**src/rtl/keypad_calc_seq.sv**
```systemverilog
// rtl/keypad_calc_seq.sv - keypad calculator with iterative MUL/DIV and double-dabble BCD output
// Optional feature macro: CALC_REM_EN (BCD remainder on rem_bcd after DIV).
module keypad_calc_seq #(
    parameter int DIGITS     = 2,
    parameter int AW         = 7,
    parameter int RES_DIGITS = 4
) (
    input  logic                    clk,
    input  logic                    rst,
    input  logic [3:0]              key,
    output logic [4*RES_DIGITS-1:0] disp_bcd,
    output logic                    neg,
    output logic                    err,
    output logic                    busy,
    output logic [4*DIGITS-1:0]     rem_bcd,
    output logic [2:0]              state
);
    localparam int RW      = 2 * AW;
    localparam int RES_MAX = 10**RES_DIGITS - 1;

    typedef enum logic [2:0] {
        S_ENTRY_A = 3'd0,
        S_ENTRY_B = 3'd1,
        S_CALC    = 3'd2,
        S_CONV    = 3'd3,
        S_DONE    = 3'd4
    } state_t;

    typedef enum logic [1:0] {OP_ADD, OP_SUB, OP_MUL, OP_DIV} op_t;

    state_t                  r_state;
    op_t                     r_op;
    logic [3:0]              r_prev_key;
    logic [AW-1:0]           r_a, r_b;
    logic [2:0]              r_ndig;
    logic [5:0]              r_cnt;
    logic [RW-1:0]           r_res, r_mcand, r_sh;
    logic [AW-1:0]           r_mplier, r_quo, r_rem;
    logic [4*RES_DIGITS-1:0] r_bcd, r_disp;
    logic                    r_neg, r_err, r_busy;

    logic                    w_press, w_is_digit, w_is_op, w_is_enter, w_room;
    logic [3:0]              w_digit;
    op_t                     w_op;
    logic [AW-1:0]           w_a_next, w_b_next;
    logic [4*RES_DIGITS-1:0] w_disp_shift;
    logic [AW:0]             w_div_shift;
    logic                    w_div_ge;
    logic [AW-1:0]           w_div_diff, w_rem_next, w_quo_next;
    logic [RW-1:0]           w_mul_next, w_calc_res;
    logic                    w_calc_last, w_a_lt_b, w_div_zero, w_ovf;
    logic [4*RES_DIGITS-1:0] w_bcd_adj, w_bcd_next;

    // A key counts once per transition away from the previously sampled code.
    assign w_press      = (key != 4'd0) && (key != r_prev_key);
    assign w_is_digit   = w_press && (key <= 4'd10);
    assign w_is_op      = w_press && (key >= 4'd11) && (key <= 4'd14);
    assign w_is_enter   = w_press && (key == 4'd15);
    assign w_digit      = (key == 4'd10) ? 4'd0 : key;
    assign w_op         = op_t'(key[1:0] + 2'd1);
    assign w_room       = r_ndig < 3'(DIGITS);
    assign w_a_next     = r_a * AW'(10) + AW'(w_digit);
    assign w_b_next     = r_b * AW'(10) + AW'(w_digit);
    assign w_disp_shift = (r_disp << 4) | (4*RES_DIGITS)'(w_digit);

    // Restoring division: quotient shifts out of r_quo into the partial remainder.
    assign w_div_shift  = {r_rem, r_quo[AW-1]};
    assign w_div_ge     = w_div_shift >= {1'b0, r_b};
    assign w_div_diff   = w_div_shift[AW-1:0] - r_b;
    assign w_rem_next   = w_div_ge ? w_div_diff : w_div_shift[AW-1:0];
    assign w_quo_next   = {r_quo[AW-2:0], w_div_ge};
    assign w_mul_next   = r_res + (r_mplier[0] ? r_mcand : '0);
    assign w_a_lt_b     = r_a < r_b;
    assign w_div_zero   = (r_op == OP_DIV) && (r_b == '0);
    assign w_ovf        = 32'(r_res) > 32'(RES_MAX);

    always_comb begin
        w_calc_res  = '0;
        w_calc_last = 1'b1;
        case (r_op)
            OP_ADD: w_calc_res = RW'(r_a) + RW'(r_b);
            OP_SUB: w_calc_res = w_a_lt_b ? (RW'(r_b) - RW'(r_a)) : (RW'(r_a) - RW'(r_b));
            OP_MUL: begin
                w_calc_res  = w_mul_next;
                w_calc_last = (r_cnt == 6'(AW-1));
            end
            default: begin
                w_calc_res  = RW'(w_quo_next);
                w_calc_last = (r_cnt == 6'(AW-1));
            end
        endcase
    end

    always_comb begin
        w_bcd_adj = r_bcd;
        for (int i = 0; i < RES_DIGITS; i++) begin
            if (r_bcd[4*i +: 4] >= 4'd5)
                w_bcd_adj[4*i +: 4] = r_bcd[4*i +: 4] + 4'd3;
        end
    end
    assign w_bcd_next = {w_bcd_adj[4*RES_DIGITS-2:0], r_sh[RW-1]};

    always_ff @(posedge clk) begin
        if (rst) begin
            r_state    <= S_ENTRY_A;
            r_op       <= OP_ADD;
            r_prev_key <= 4'd0;
            r_a        <= '0;
            r_b        <= '0;
            r_ndig     <= '0;
            r_cnt      <= '0;
            r_res      <= '0;
            r_mcand    <= '0;
            r_mplier   <= '0;
            r_quo      <= '0;
            r_rem      <= '0;
            r_sh       <= '0;
            r_bcd      <= '0;
            r_disp     <= '0;
            r_neg      <= 1'b0;
            r_err      <= 1'b0;
            r_busy     <= 1'b0;
        end else begin
            r_prev_key <= key;
            case (r_state)
                S_ENTRY_A: begin
                    if (w_is_digit) begin
                        if (w_room) begin
                            r_a    <= w_a_next;
                            r_ndig <= r_ndig + 3'd1;
                            r_disp <= w_disp_shift;
                        end
                    end else if (w_is_op) begin
                        r_op    <= w_op;
                        r_ndig  <= '0;
                        r_disp  <= '0;
                        r_state <= S_ENTRY_B;
                    end
                end
                S_ENTRY_B: begin
                    if (w_is_digit) begin
                        if (w_room) begin
                            r_b    <= w_b_next;
                            r_ndig <= r_ndig + 3'd1;
                            r_disp <= w_disp_shift;
                        end
                    end else if (w_is_op) begin
                        r_op <= w_op;
                    end else if (w_is_enter) begin
                        r_cnt    <= '0;
                        r_res    <= '0;
                        r_mcand  <= RW'(r_a);
                        r_mplier <= r_b;
                        r_quo    <= r_a;
                        r_rem    <= '0;
                        r_busy   <= 1'b1;
                        r_state  <= S_CALC;
                    end
                end
                S_CALC: begin
                    if (w_div_zero) begin
                        r_err   <= 1'b1;
                        r_disp  <= {RES_DIGITS{4'hE}};
                        r_busy  <= 1'b0;
                        r_state <= S_DONE;
                    end else begin
                        r_cnt    <= r_cnt + 6'd1;
                        r_res    <= w_calc_res;
                        r_mcand  <= r_mcand << 1;
                        r_mplier <= r_mplier >> 1;
                        r_quo    <= w_quo_next;
                        r_rem    <= w_rem_next;
                        if (w_calc_last) begin
                            r_cnt   <= '0;
                            r_sh    <= w_calc_res;
                            r_bcd   <= '0;
                            r_neg   <= (r_op == OP_SUB) && w_a_lt_b;
                            r_state <= S_CONV;
                        end
                    end
                end
                S_CONV: begin
                    r_cnt <= r_cnt + 6'd1;
                    r_sh  <= r_sh << 1;
                    r_bcd <= w_bcd_next;
                    if (r_cnt == 6'(RW-1)) begin
                        r_err   <= w_ovf;
                        r_disp  <= w_ovf ? {RES_DIGITS{4'hE}} : w_bcd_next;
                        r_busy  <= 1'b0;
                        r_state <= S_DONE;
                    end
                end
                S_DONE: begin
                    if (w_is_enter) begin
                        r_a     <= '0;
                        r_b     <= '0;
                        r_ndig  <= '0;
                        r_neg   <= 1'b0;
                        r_err   <= 1'b0;
                        r_disp  <= '0;
                        r_state <= S_ENTRY_A;
                    end
                end
                default: begin
                    r_busy  <= 1'b0;
                    r_state <= S_ENTRY_A;
                end
            endcase
        end
    end

`ifdef CALC_REM_EN
    logic [RW-1:0]       r_rsh;
    logic [4*DIGITS-1:0] r_rbcd, r_rem_out;
    logic [4*DIGITS-1:0] w_rbcd_adj, w_rbcd_next;

    always_comb begin
        w_rbcd_adj = r_rbcd;
        for (int i = 0; i < DIGITS; i++) begin
            if (r_rbcd[4*i +: 4] >= 4'd5)
                w_rbcd_adj[4*i +: 4] = r_rbcd[4*i +: 4] + 4'd3;
        end
    end
    assign w_rbcd_next = {w_rbcd_adj[4*DIGITS-2:0], r_rsh[RW-1]};

    // Remainder converts alongside the quotient; its leading zeros shift through harmlessly.
    always_ff @(posedge clk) begin
        if (rst) begin
            r_rsh     <= '0;
            r_rbcd    <= '0;
            r_rem_out <= '0;
        end else begin
            case (r_state)
                S_CALC: begin
                    if (w_calc_last) begin
                        r_rsh  <= RW'(w_rem_next);
                        r_rbcd <= '0;
                    end
                end
                S_CONV: begin
                    r_rsh  <= r_rsh << 1;
                    r_rbcd <= w_rbcd_next;
                    if (r_cnt == 6'(RW-1))
                        r_rem_out <= ((r_op == OP_DIV) && !w_ovf) ? w_rbcd_next : '0;
                end
                S_DONE: begin
                    if (w_is_enter)
                        r_rem_out <= '0;
                end
                default: ;
            endcase
        end
    end
    assign rem_bcd = r_rem_out;
`else
    assign rem_bcd = '0;
`endif

    assign disp_bcd = r_disp;
    assign neg      = r_neg;
    assign err      = r_err;
    assign busy     = r_busy;
    assign state    = r_state;
endmodule
```
**config.mk**
```make
export PLATFORM = sky130hd
export DESIGN_NAME = keypad_calc_seq
export DESIGN_NICKNAME = d
export VERILOG_FILES = /design/src/rtl/keypad_calc_seq.sv
export SDC_FILE = /design/constraint.sdc
export NUM_CORES = 1
export LEC_CHECK = 0
export CORE_MARGIN = 3
export CORE_UTILIZATION = 30
export CTS_BUF_LIST = sky130_fd_sc_hd__clkbuf_4 sky130_fd_sc_hd__clkbuf_8
export DETAILED_ROUTE_END_ITERATION = 6
export PLACE_DENSITY = 0.53
export SLEW_MARGIN = 20
export SYNTH_ARGS = -nofsm -noshare
export SYNTH_HDL_FRONTEND = slang
export SYNTH_SLANG_ARGS = --single-unit
```
**constraint.sdc**
```tcl
create_clock -name clk -period 3.28 [get_ports clk]
set_input_delay 0.82 -clock clk [delete_from_list [all_inputs] [get_ports clk]]
set_output_delay 0.82 -clock clk [all_outputs]
set_load 0.03 [all_outputs]
```
### Yosys cells after proc, flatten, opt, wreduce, memory -nomap -nowiden

Cells that the tools add are included.

* add/sub/neg operators: 14
* muxes and demuxes: 90
* multipliers: 2
* order comparisons: 11
* reductions and logical operators: 35
* bitwise logic cells: 3
* eq/ne operators: 28

Operators by type and width (count)
* $mux W14: 12
* $mux W16: 10
* $mux W7: 17
* $pmux W14 S2: 3
* $pmux W16 S5: 1
* $pmux W7 S2: 5
* $mux W3: 14
* $pmux W14 S3: 1
* $pmux W16 S2: 1
* $mux W6: 5
* $ne A2 B2 Y1 const B: 14
* $reduce_and A4 Y1: 5
* $pmux W6 S3: 1
* $ge A4 B3 Y1 const B: 4
* $mux W4: 4
* $or A16 B4 Y16: 1
* $sub A7 B7 Y8: 2
* $pmux W3 S5: 1
* $add A14 B14 Y14: 1
* $add A7 B4 Y7: 2
* $gt A14 B14 Y1 const B: 1
* $mul A7 B3 Y6 const B: 2
* $add A4 B2 Y4 const B: 3
* $reduce_and A6 Y1: 2
* other kinds (39): 71

* bits in registers: 130
* logic and storage cells: 201
* input port bits: 6
* output and inout port bits: 30

### Depth between registers and ports, before layout

Gate-level depths: netlist of run 1.

* depth in word-level cells: 7
* gate-level depth with buffers: 12
* depth with buffers taken out: 12

### Worst setup path after synthesis of run 1

Ideal clock, no wire load.

* kind: register to register
* start: register r_b[1]
* end: register r_res[5]
* cell stages (with the launch flop): 10
* data arrival time: 2.535 ns
* period minus slack after synthesis: 2.652 ns
* library setup time: 0.117 ns
* path slack: 0.628 ns
* path buffers: 0
* required time: 3.163 ns
* path through: dfxtp_1 inv_1 fa_1 a21o_1 a21oi_1 o21ai_1 or3_1 a31oi_1 o21ai_1 a22o_1

* cells in the longest elaborated chain, start to end: 5
* elaborated cells between the ends (all ways): 12
* classes of those cells: add/sub: 3; order compare: 1; eq/ne: 1; mux: 4; reduce/logical: 3

RTL lines
* start, declared: line 34 `logic [AW-1:0] r_a, r_b;`
* start signal, assigned: line 143 `r_b <= w_b_next;`
* $sub A7 B7 Y8 / $lt A7 B7 Y1 (equally long branches): line 82, 73
* $mux W14: line 82 `OP_SUB: w_calc_res = w_a_lt_b ? (RW'(r_b) - RW'(r_a)) : (RW'(r_a) - RW'(r_b));`
* $pmux W14 S3: line 80 `case (r_op)`
* $mux W14: line 161 `if (w_div_zero) begin`
* $pmux W14 S2: line 125 `case (r_state)`
* end signal, assigned: line 168 `r_res <= w_calc_res;`
* end, declared: line 37 `logic [RW-1:0] r_res, r_mcand, r_sh;`

Parallel ways exist; a longest one is shown, timed or not. The select of a mux whose other input is x is not followed.
A chain may end at the register's enable or synchronous reset.

### Worst setup path in the final report of run 1

* start: register r_mplier[0]
* end: register r_res[5]

* cells in the longest elaborated chain, start to end: 5

RTL lines
* start, declared: line 38 `logic [AW-1:0] r_mplier, r_quo, r_rem;`
* start signal, assigned: line 153 `r_mplier <= r_b;`
* start signal, assigned: line 170 `r_mplier <= r_mplier >> 1;`
* $mux W14: line 72 `assign w_mul_next = r_res + (r_mplier[0] ? r_mcand : '0);`
* $add A14 B14 Y14: line 72
* $pmux W14 S3: line 80
* $mux W14: line 161
* $pmux W14 S2: line 125

Every way passes these cells. The select of a mux whose other input is x is not followed.

==> flow_metrics.tcl, run 1 <==
set metrics [dict create \
    fp.dieW_um 177.1 \
    r2r_start "r_mplier[0]" \
    layout.nets 1224 \
    vias 7974 \
    min_from "r_mplier[6]" \
    slew_headroom 0.4545 \
    synth.avg_cell_area_sq_um 8.143 \
    setup_violations 0 \
    critPathMaxStageDelay_ps 450 \
    p_sw_mw 3.538 \
    fin_ws_ps 439.2 \
    crit_fanout 12 \
    worst_pin_slew_ps 797.6 \
    core_sq_um 28320 \
    finalSetupTns_ps 0 \
    met3_usage 0.03110 \
    p_leak_nw 4.060 \
    diodes 0 \
    cts_sinks 130 \
    final_max_slew_viol_count 0 \
    p_sw_frac 0.4434 \
    max_freq_mhz 352.0 \
    dpl_cell_area_sq_um 9822 \
    synth_top_cell_by_area "dfxtp_1" \
    max-clock-path-buffers 2 \
    grt_pass1_vias 7613 \
    routabilityCongestion 0.8941 \
    ys.flop_type "dfxtp_1" \
    dpl_worst_slack_ps 36.88 \
    holdCritPathClass "reg -> reg" \
    cp.arrival_ps 3200 \
    crit_slowest_cell "dfxtp_1" \
    layout.cells.non_filler 1529 \
    worstPathRequired_ps 3640 \
    dp_hpwl_um 18670 \
    use_met1 0.2273 \
    p_per_area_nw_per_um2 779.9 \
    syn_inst 1078 \
    die_area_sq_um 31350 \
    rsz0062_at_grt "no" \
    h-tree-depth 4 \
    holdWs_ps 455.0 \
    postRouteAntennaNets 0 \
    synth-seq-area-share 0.2965 \
    critPathLaunchType "flip-flop" \
    area_growth_pct 16.55 \
    drt_iter0_drc 757 \
    clock_latency_ps 460 \
    grt.total_usage 0.1629 \
    portBuffers 27 \
    cts_tree "built" \
    fin_skew_ps 15.49 \
    vias_per_cell 5.215 \
    clockRootBuffer "clkbuf_8" \
    end_kind "flip-flop" \
    dp_cells 1498 \
    rr_worst_depth 10 \
    min_path_cells 2 \
    combPwrFrac 0.555 \
    whs_endpoint "r_mplier[6]" \
    fin_crit_sh 0.8661 \
    outcome "finished, final reports clean" \
    yosys_warnings 0 \
    drive_above_1_share 0.1173 \
    post_cts_buffers 0 \
    fp.dieH_um 177.1 \
    synth.top_cell.area_share 0.2965 \
    clockPowerShare 0.183 \
    irDropWorstVdd_uv 328.0 \
    clk_pin_slew_ps 80 \
    post-route-min-period_ps 2841 \
    grt_max_degree 41 \
    io_pins 36 \
    seqPwrFrac 0.262 \
    p_int_mw 4.441 \
    start_util 0.3100 \
    synth_edf_count 0 \
    busiest_layer "met2" \
    design_area_sq_um 10230 \
    rows 61 \
    syn_area_sq_um 8778 \
    grtUsageMet2 0.2538 \
    numCtsBuffers 17 \
    rr_endpoint "r_res[5]" \
    overflow 0 \
    r2r_slack_ps 440 \
    hold_viol_final 0 \
    worstSetupPathType "reg -> reg" \
    cts_resized 0 \
    cts_hold_buf 0 \
    grt_antenna_before_repair 0 \
    ys_ff_latch 130 \
    worstPathCellList "buf_4 > and2_1 > ha_1 > o21ai_0 > o21bai_1 > a2111o_1 > o211a_1 > a211oi_1 > o21ai_1 > a22o_1" \
    ys_async_sr_fraction 0 \
    grt_pass1_wl_um 41070 \
    wl_per_cell_um 16.45 \
    synthTopCellsByCount "130 x dfxtp_1, 123 x nor2_1, 89 x a21oi_1, 77 x nand2_1, 70 x ha_1" \
    yosysMostFrequentCell "dfxtp_1" \
    maxCapViolCount 0 \
    wl_um 25150 \
    yosys-top-cells-area "dfxtp_1 30%, ha_1 10%, nor2_1 5.3%, a21oi_1 5.1%, nand2_1 3.3%" \
    route.detailed.drc 0 \
    synth_cell_types 82 \
    firstDrtPassIters 5 \
]
-- layout by cell type (no fill, tap or decap), types with 25 or more instances in the layout --
master / n
a21oi_1: 89
buf_4: 70
clkdlybuf4s50_1: 26
dfxtp_1: 130
ha_1: 70
inv_1: 58
nand2_1: 77
nor2_1: 123
nor3_1: 35
o21ai_0: 51
xnor2_1: 25
-- final cells by class --
class | count | area [sq um]
inverters | 58 | 217.7
multi-input cells | 832 | 5663
repair buffers | 100 | 865.8
flip-flops and latches | 130 | 2603
clock buffers | 18 | 247.7
well taps | 378 | 473.0
clock inverters | 13 | 161.4
fillers | 2915 | 18080
-- worst max-delay path: cells and delay by family (launching register included) --
kind / cells / cell delay (ps)
compound gates: 7 / 1680
flops: 1 / 450
fa+ha+maj: 1 / 260
buf+inv: 1 / 220
simple gates: 1 / 140
-- kinds of logic after synthesis --
group | count (synthesis) | synth area share
xor+xnor | 39 | 0.03977
simple gates | 346 | 0.1851
mux | 26 | 0.02993
other cells | 1 | 0.0004272
buf+inv | 123 | 0.06214
compound gates | 334 | 0.2658
flops | 130 | 0.2965
fa+ha+maj | 79 | 0.1203
-- worst max-delay path by stage --
| stage | to | startpoint | cells after the start | slack (ps) |
|---|---|---|---|---|
| floorplan | r_res[5] | r_b[1] | 9 | 630 |
| CTS | r_sh[12] | r_mplier[0] | 11 | 460 |
| global route | r_a[6] | key[0] | 13 | 230 |
| global placement | r_a[5] | key[0] | 14 | 50 |
| detailed placement | r_a[5] | key[0] | 13 | 40 |
| finish | r_res[5] | r_mplier[0] | 10 | 440 |
-- per-layer routing --
metal  vias up  routed length [um]
met2       152               11310
met5         -                   0
met4         0                 497
met3        27                1127
met1      3779               12210
li1       4016                   -
-- power by group through the flow --
stage	combinational, mW	clock [mW]	sequential, mW
2_1_floorplan	2.86	0	2.23
4_1_cts	4.41	1.51	2.09
3_5_place_dp	4.38	0	2.12
3_3_place_gp	4.39	0	2.12
6_report	4.43	1.46	2.09
5_1_grt	4.87	1.56	2.13
-- sequential cells by signal, indices dropped and copies added, names as in the netlist, 3 cells and up --
register / flops
r_res: 14
r_cnt: 6
r_prev_key: 4
r_bcd: 16
state: 3
r_sh: 14
r_ndig: 3
disp_bcd: 16
r_mcand: 14
r_rem: 7
r_a: 7
r_mplier: 7
r_quo: 7
r_b: 7
-- metrics by stage --
stage          total power [mW]  utilization
3_5_place_dp              6.504       0.3469
2_1_floorplan             5.087            -
6_report                  7.979       0.3613
4_1_cts                   8.007       0.3613
3_3_place_gp              6.509       0.3469
5_1_grt                   8.555       0.3613
Note: power is estimated with default switching activity, not from simulation.
==> run 2: changes to the inputs <==
- CTS_BUF_LIST: sky130_fd_sc_hd__clkbuf_4 sky130_fd_sc_hd__clkbuf_8 -> sky130_fd_sc_hd__clkbuf_8 sky130_fd_sc_hd__clkbuf_16
- SLEW_MARGIN: 20 -> default
==> run 2 against run 1 <==
Total power is 6.5% higher. Final cell count stayed put. Die area stayed put. Register-to-register slack worse by 20 ps. Highest routed layer unchanged. Critical endpoint is now r_a[5]. Wire length hardly changed. Clock power is 35% higher. Design area is 1.9% higher. Count of clock-buffer cells in the layout stayed put. Sequential cell count stayed put. Core utilization is 0.68 points higher. Maximum frequency is 1.1% lower.
==> flow_metrics.tcl, run 2 (synthesis gave the netlist of run 1 again) <==
set metrics [dict create \
    outcome "finished, final reports clean" \
    cts_hold_buf 0 \
    final_common_cell "dfxtp_1" \
    whs_endpoint "r_mplier[6]" \
    end_kind "flip-flop" \
    rr_endpoint "r_res[5]" \
    fp.dieW_um 177.1 \
    ff_latch_area_sq_um 2603 \
    vias 7995 \
    min_from "r_mplier[6]" \
    critPathLaunchType "input pin" \
    fin_skew_ps 10.15 \
    layout.cells.non_filler 1529 \
    post_cts_buffers 0 \
    max_freq_mhz 348.1 \
    route.detailed.drc 0 \
    diodes 0 \
    portBuffers 27 \
    setup_violations 0 \
    crit_fanout 3 \
    worst_pin_slew_ps 736.1 \
    grt_pass1_vias 7573 \
    clk_pin_slew_ps 60 \
    vias_per_cell 5.229 \
    combPwrFrac 0.522 \
    irDropWorstVdd_uv 384.3 \
    drive_above_1_share 0.1173 \
    clockRootBuffer "clkbuf_16" \
    die_area_sq_um 31350 \
    routabilityCongestion 0.8941 \
    cts_sinks 130 \
    clockPowerShare 0.232 \
    cts_tree "built" \
    p_leak_nw 4.147 \
    fillers 2896 \
    start_util 0.3100 \
    rows 61 \
    multi_input_area_sq_um 5663 \
    r2r_start "r_mplier[0]" \
    dp_hpwl_um 18670 \
    layout.nets 1224 \
    wl_per_cell_um 16.46 \
    h-tree-depth 4 \
    overflow 0 \
    rsz0062_at_grt "no" \
    slew_headroom 0.4966 \
    core_sq_um 28320 \
    maxCapViolCount 0 \
    dp_cells 1498 \
    grt_antenna_before_repair 0 \
    grt_pass1_wl_um 41160 \
    wl_um 25160 \
    layout_common_cells "130 x dfxtp_1, 123 x nor2_1, 89 x a21oi_1" \
    final_max_slew_viol_count 0 \
    area_growth_pct 18.73 \
    grt.total_usage 0.1633 \
    holdCritPathClass "reg -> reg" \
    total_power_mw 8.495 \
    firstDrtPassIters 5 \
    r2r_slack_ps 420 \
    worstSetupPathType "in -> reg" \
    seqPwrFrac 0.246 \
    io_pins 36 \
    p_per_area_nw_per_um2 815.0 \
    p_sw_frac 0.4247 \
    drt_iter0_drc 755 \
    finalSetupTns_ps 0 \
    postRouteAntennaNets 0 \
    hold_viol_final 0 \
    numCtsBuffers 17 \
    max-clock-path-buffers 2 \
    cp.arrival_ps 3170 \
    min_path_cells 2 \
    grt_max_degree 41 \
    p_int_mw 4.887 \
    clock_latency_ps 420 \
    worstPathRequired_ps 3570 \
    rr_worst_depth 10 \
    post-route-min-period_ps 2872 \
    cts_resized 0 \
    fp.dieH_um 177.1 \
    fin_crit_sh 0.8757 \
    p_sw_mw 3.607 \
]
==> run 2: stage by stage <==
| step | hold WS, ps | util | setup slack, ps | cell area (sq um) |
|---|---|---|---|---|
| floorplan | 430.0 | - | 628.4 | 8805 |
| global placement | 442.8 | 0.3469 | 48.69 | 9822 |
| detailed placement | 452.0 | 0.3469 | 36.88 | 9822 |
| CTS | 460.0 | 0.3681 | 428.6 | 10420 |
| global route | 481.8 | 0.3681 | 174.0 | 10420 |
| finish | 454.9 | 0.3681 | 407.6 | 10420 |
==> run 2: how the worst max path moves through the flow <==
stage | startpoint | to | slack (ps) | cells past startpoint
2_1_floorplan | r_b[1] | r_res[5] | 630 | 9
3_3_place_gp | key[0] | r_a[5] | 50 | 14
3_5_place_dp | key[0] | r_a[5] | 40 | 13
4_1_cts | key[0] | r_a[5] | 430 | 13
5_1_grt | key[0] | r_a[5] | 170 | 14
6_report | key[0] | r_a[5] | 410 | 13
==> run 2: worst max-delay path, cell delays in order <==
cell             delay [ps]
clkdlybuf4s50_1         470
inv_1                    60
ha_1                    210
buf_4                   140
a21boi_0                270
buf_4                   180
ha_1                    250
nor2b_1                 150
o21ai_0                 190
xnor2_1                 140
nor2_1                   60
a31oi_1                 160
nor2_1                   60
==> run 2: cell type report <==
| cell class | instances | area share |
|---|---|---|
| multi-input combinational | 832 | 0.5433 |
| inverter | 58 | 0.02089 |
| tap | 378 | 0.04538 |
| clock buffer | 18 | 0.04214 |
| clock inverter | 13 | 0.01549 |
| timing repair buffer | 100 | 0.08307 |
| sequential | 130 | 0.2497 |
==> run 2: layer usage <==
layer  GRT usage  wire, um  vias to the layer above
met5           0         0                        -
met4     0.04779       447                        0
met3     0.03132      1071                       23
met2      0.2546     11340                      152
met1      0.2290     12300                     3796
li1            -         -                     4024
==> run 2: power groups by stage <==
stage	Sequential [mW]	Combinational, mW	Clock, mW
after global placement	2.12	4.39	0
after floorplan	2.23	2.86	0
after CTS	2.09	4.41	2.01
after detailed placement	2.12	4.38	0
final	2.09	4.43	1.97
after global routing	2.13	4.87	2.08
==> run 3: changes to the inputs <==
- CAP_MARGIN: default -> 15
- CORE_ASPECT_RATIO: default -> 0.5
==> run 3 against run 2 <==
Count of clock-buffer cells in the layout grew 3. Critical path depth down 3. Critical endpoint is now r_res[5]. The run now ends with design-rule violations left. Sequential cell count unchanged. Setup slack got worse by 17 ps. Final cell count fell by 0.26%. Highest routed layer unchanged. Sequential power hardly changed. Hold slack better by 3.0 ps. Global-route usage up 0.16 points. First-iteration DRC count up 3.2%. Via count increased by 1.8%.
==> flow_metrics.tcl, run 3 (synthesis gave the netlist of run 1 again) <==
set metrics [dict create \
    routabilityCongestion 0.8885 \
    dr.max_layer_used "met4" \
    outcome "finished, violations left" \
    crit_start "r_mplier[0]" \
    wl_met2_um 11300 \
    holdCritPathClass "reg -> reg" \
    fp.dieW_um 247.9 \
    rr_worst_depth 10 \
    grt.total_usage 0.1649 \
    violations "design-rule violations" \
    cts_sinks 130 \
    irDropWorstVdd_uv 385.5 \
    met3WireLength_um 1181 \
    portBuffers 27 \
    fin_skew_ps 7.715 \
    design_area_sq_um 10380 \
    route.detailed.drc 2 \
    fin_crit_sh 0.8810 \
    cp.arrival_ps 3210 \
    die_area_sq_um 31470 \
    area_growth_pct 18.24 \
    rsz0062_at_grt "no" \
    maxCapViolCount 0 \
    p_per_area_nw_per_um2 823.1 \
    finalSetupTns_ps 0 \
    worstSetupPathType "reg -> reg" \
    final_common_cell "dfxtp_1" \
    cts_tree "built" \
    firstDrtPassIters 7 \
    r2r_slack_ps 390 \
    grt_max_degree 38 \
    start_util 0.3108 \
    crit_fanout 12 \
    slew_headroom 0.3697 \
    clock_latency_ps 430 \
    worst_pin_slew_ps 921.6 \
    drt_iter0_drc 779 \
    holdWs_ps 457.8 \
    post_cts_buffers 0 \
    numCtsBuffers 17 \
    rows 43 \
    vias 8141 \
    dp_hpwl_um 19100 \
    crit_end "r_res[5]" \
    dpl_worst_slack_ps -58.69 \
    wl_per_cell_um 16.77 \
    grt_antenna_before_repair 0 \
    worstPathRequired_ps 3600 \
    max-clock-path-buffers 2 \
    max_freq_mhz 346.1 \
    end_kind "flip-flop" \
    dpl_cell_area_sq_um 9767 \
    clk_pin_slew_ps 60 \
    critPathLaunchType "flip-flop" \
    drive_above_1_share 0.1102 \
    grt_pass1_wl_um 41310 \
    clockRootBuffer "clkbuf_16" \
    diodes 0 \
    hold_viol_final 0 \
    setup_violations 0 \
    cts_hold_buf 0 \
    grt_pass1_vias 7752 \
    overflow 0 \
    rr_endpoint "r_res[5]" \
    cts_resized 0 \
    post-route-min-period_ps 2890 \
    layout.cells.non_filler 1525 \
    fin_util 0.3675 \
    p_leak_nw 4.127 \
    wl_um 25580 \
    postRouteAntennaNets 0 \
    fin_ws_ps 390.4 \
    layout_common_cells "130 x dfxtp_1, 123 x nor2_1, 89 x a21oi_1" \
    drt-met1-wl_um 12620 \
    h-tree-depth 4 \
    dp_cells 1494 \
    final_max_slew_viol_count 0 \
    fp.dieH_um 127.0 \
    core_sq_um 28250 \
    io_pins 36 \
    vias_per_cell 5.338 \
    r2r_start "r_mplier[0]" \
    layout.nets 1216 \
    total_power_mw 8.544 \
]
-- run 3: cell count changes in the layout (fill, tap and decap cells not counted) --
| cell | previous run | this run |
|---|---|---|
| clkinvlp_4 | 4 | 2 |
| buf_4 | 70 | 62 |
| clkinv_4 | 2 | 1 |
| clkbuf_8 | 1 | 4 |
| inv_1 | 58 | 59 |
| inv_6 | 1 | 0 |
-- run 3: cell type report --
class                           instances  area (sq um)
Fill cell                            2883         17870
Multi-Input combinational cell        832          5663
Sequential cell                       130          2603
Timing Repair Buffer                   92         805.8
Clock buffer                           21         480.5
Tap cell                              382         478.0
Inverter                               58         217.7
Clock inverter                         10         132.6
-- run 3: routing by layer --
| metal | global-route usage | vias up |
|---|---|---|
| met5 | 0 | - |
| met4 | 0.05139 | 0 |
| met3 | 0.02936 | 32 |
| met2 | 0.2572 | 194 |
| met1 | 0.2311 | 3912 |
| li1 | - | 4003 |
-- run 3: power breakdown --
part / switching, mW / internal (mW)
registers: 0.262 / 1.84
clock network: 0.733 / 1.27
logic: 2.63 / 1.82
total: 3.62 / 4.92
-- run 3: worst max-delay path, stage by stage (launching register included) --
cell	delay [ps]
dfxtp_1	450
buf_4	220
and2_1	150
ha_1	270
o21ai_0	350
o21bai_1	130
a2111o_1	410
o211a_1	150
a211oi_1	320
o21ai_1	130
a22o_1	190
-- run 3: worst min path at each step --
stage,depth (start not counted),slack (ps),to,start
detailed placement,2,450,r_rem[6],r_rem[6]
floorplan,2,430,r_res[2],r_res[2]
CTS,2,460,r_rem[6],r_rem[6]
finish,2,460,r_rem[6],r_rem[6]
global placement,2,450,r_rem[6],r_rem[6]
global route,2,480,r_rem[6],r_rem[6]
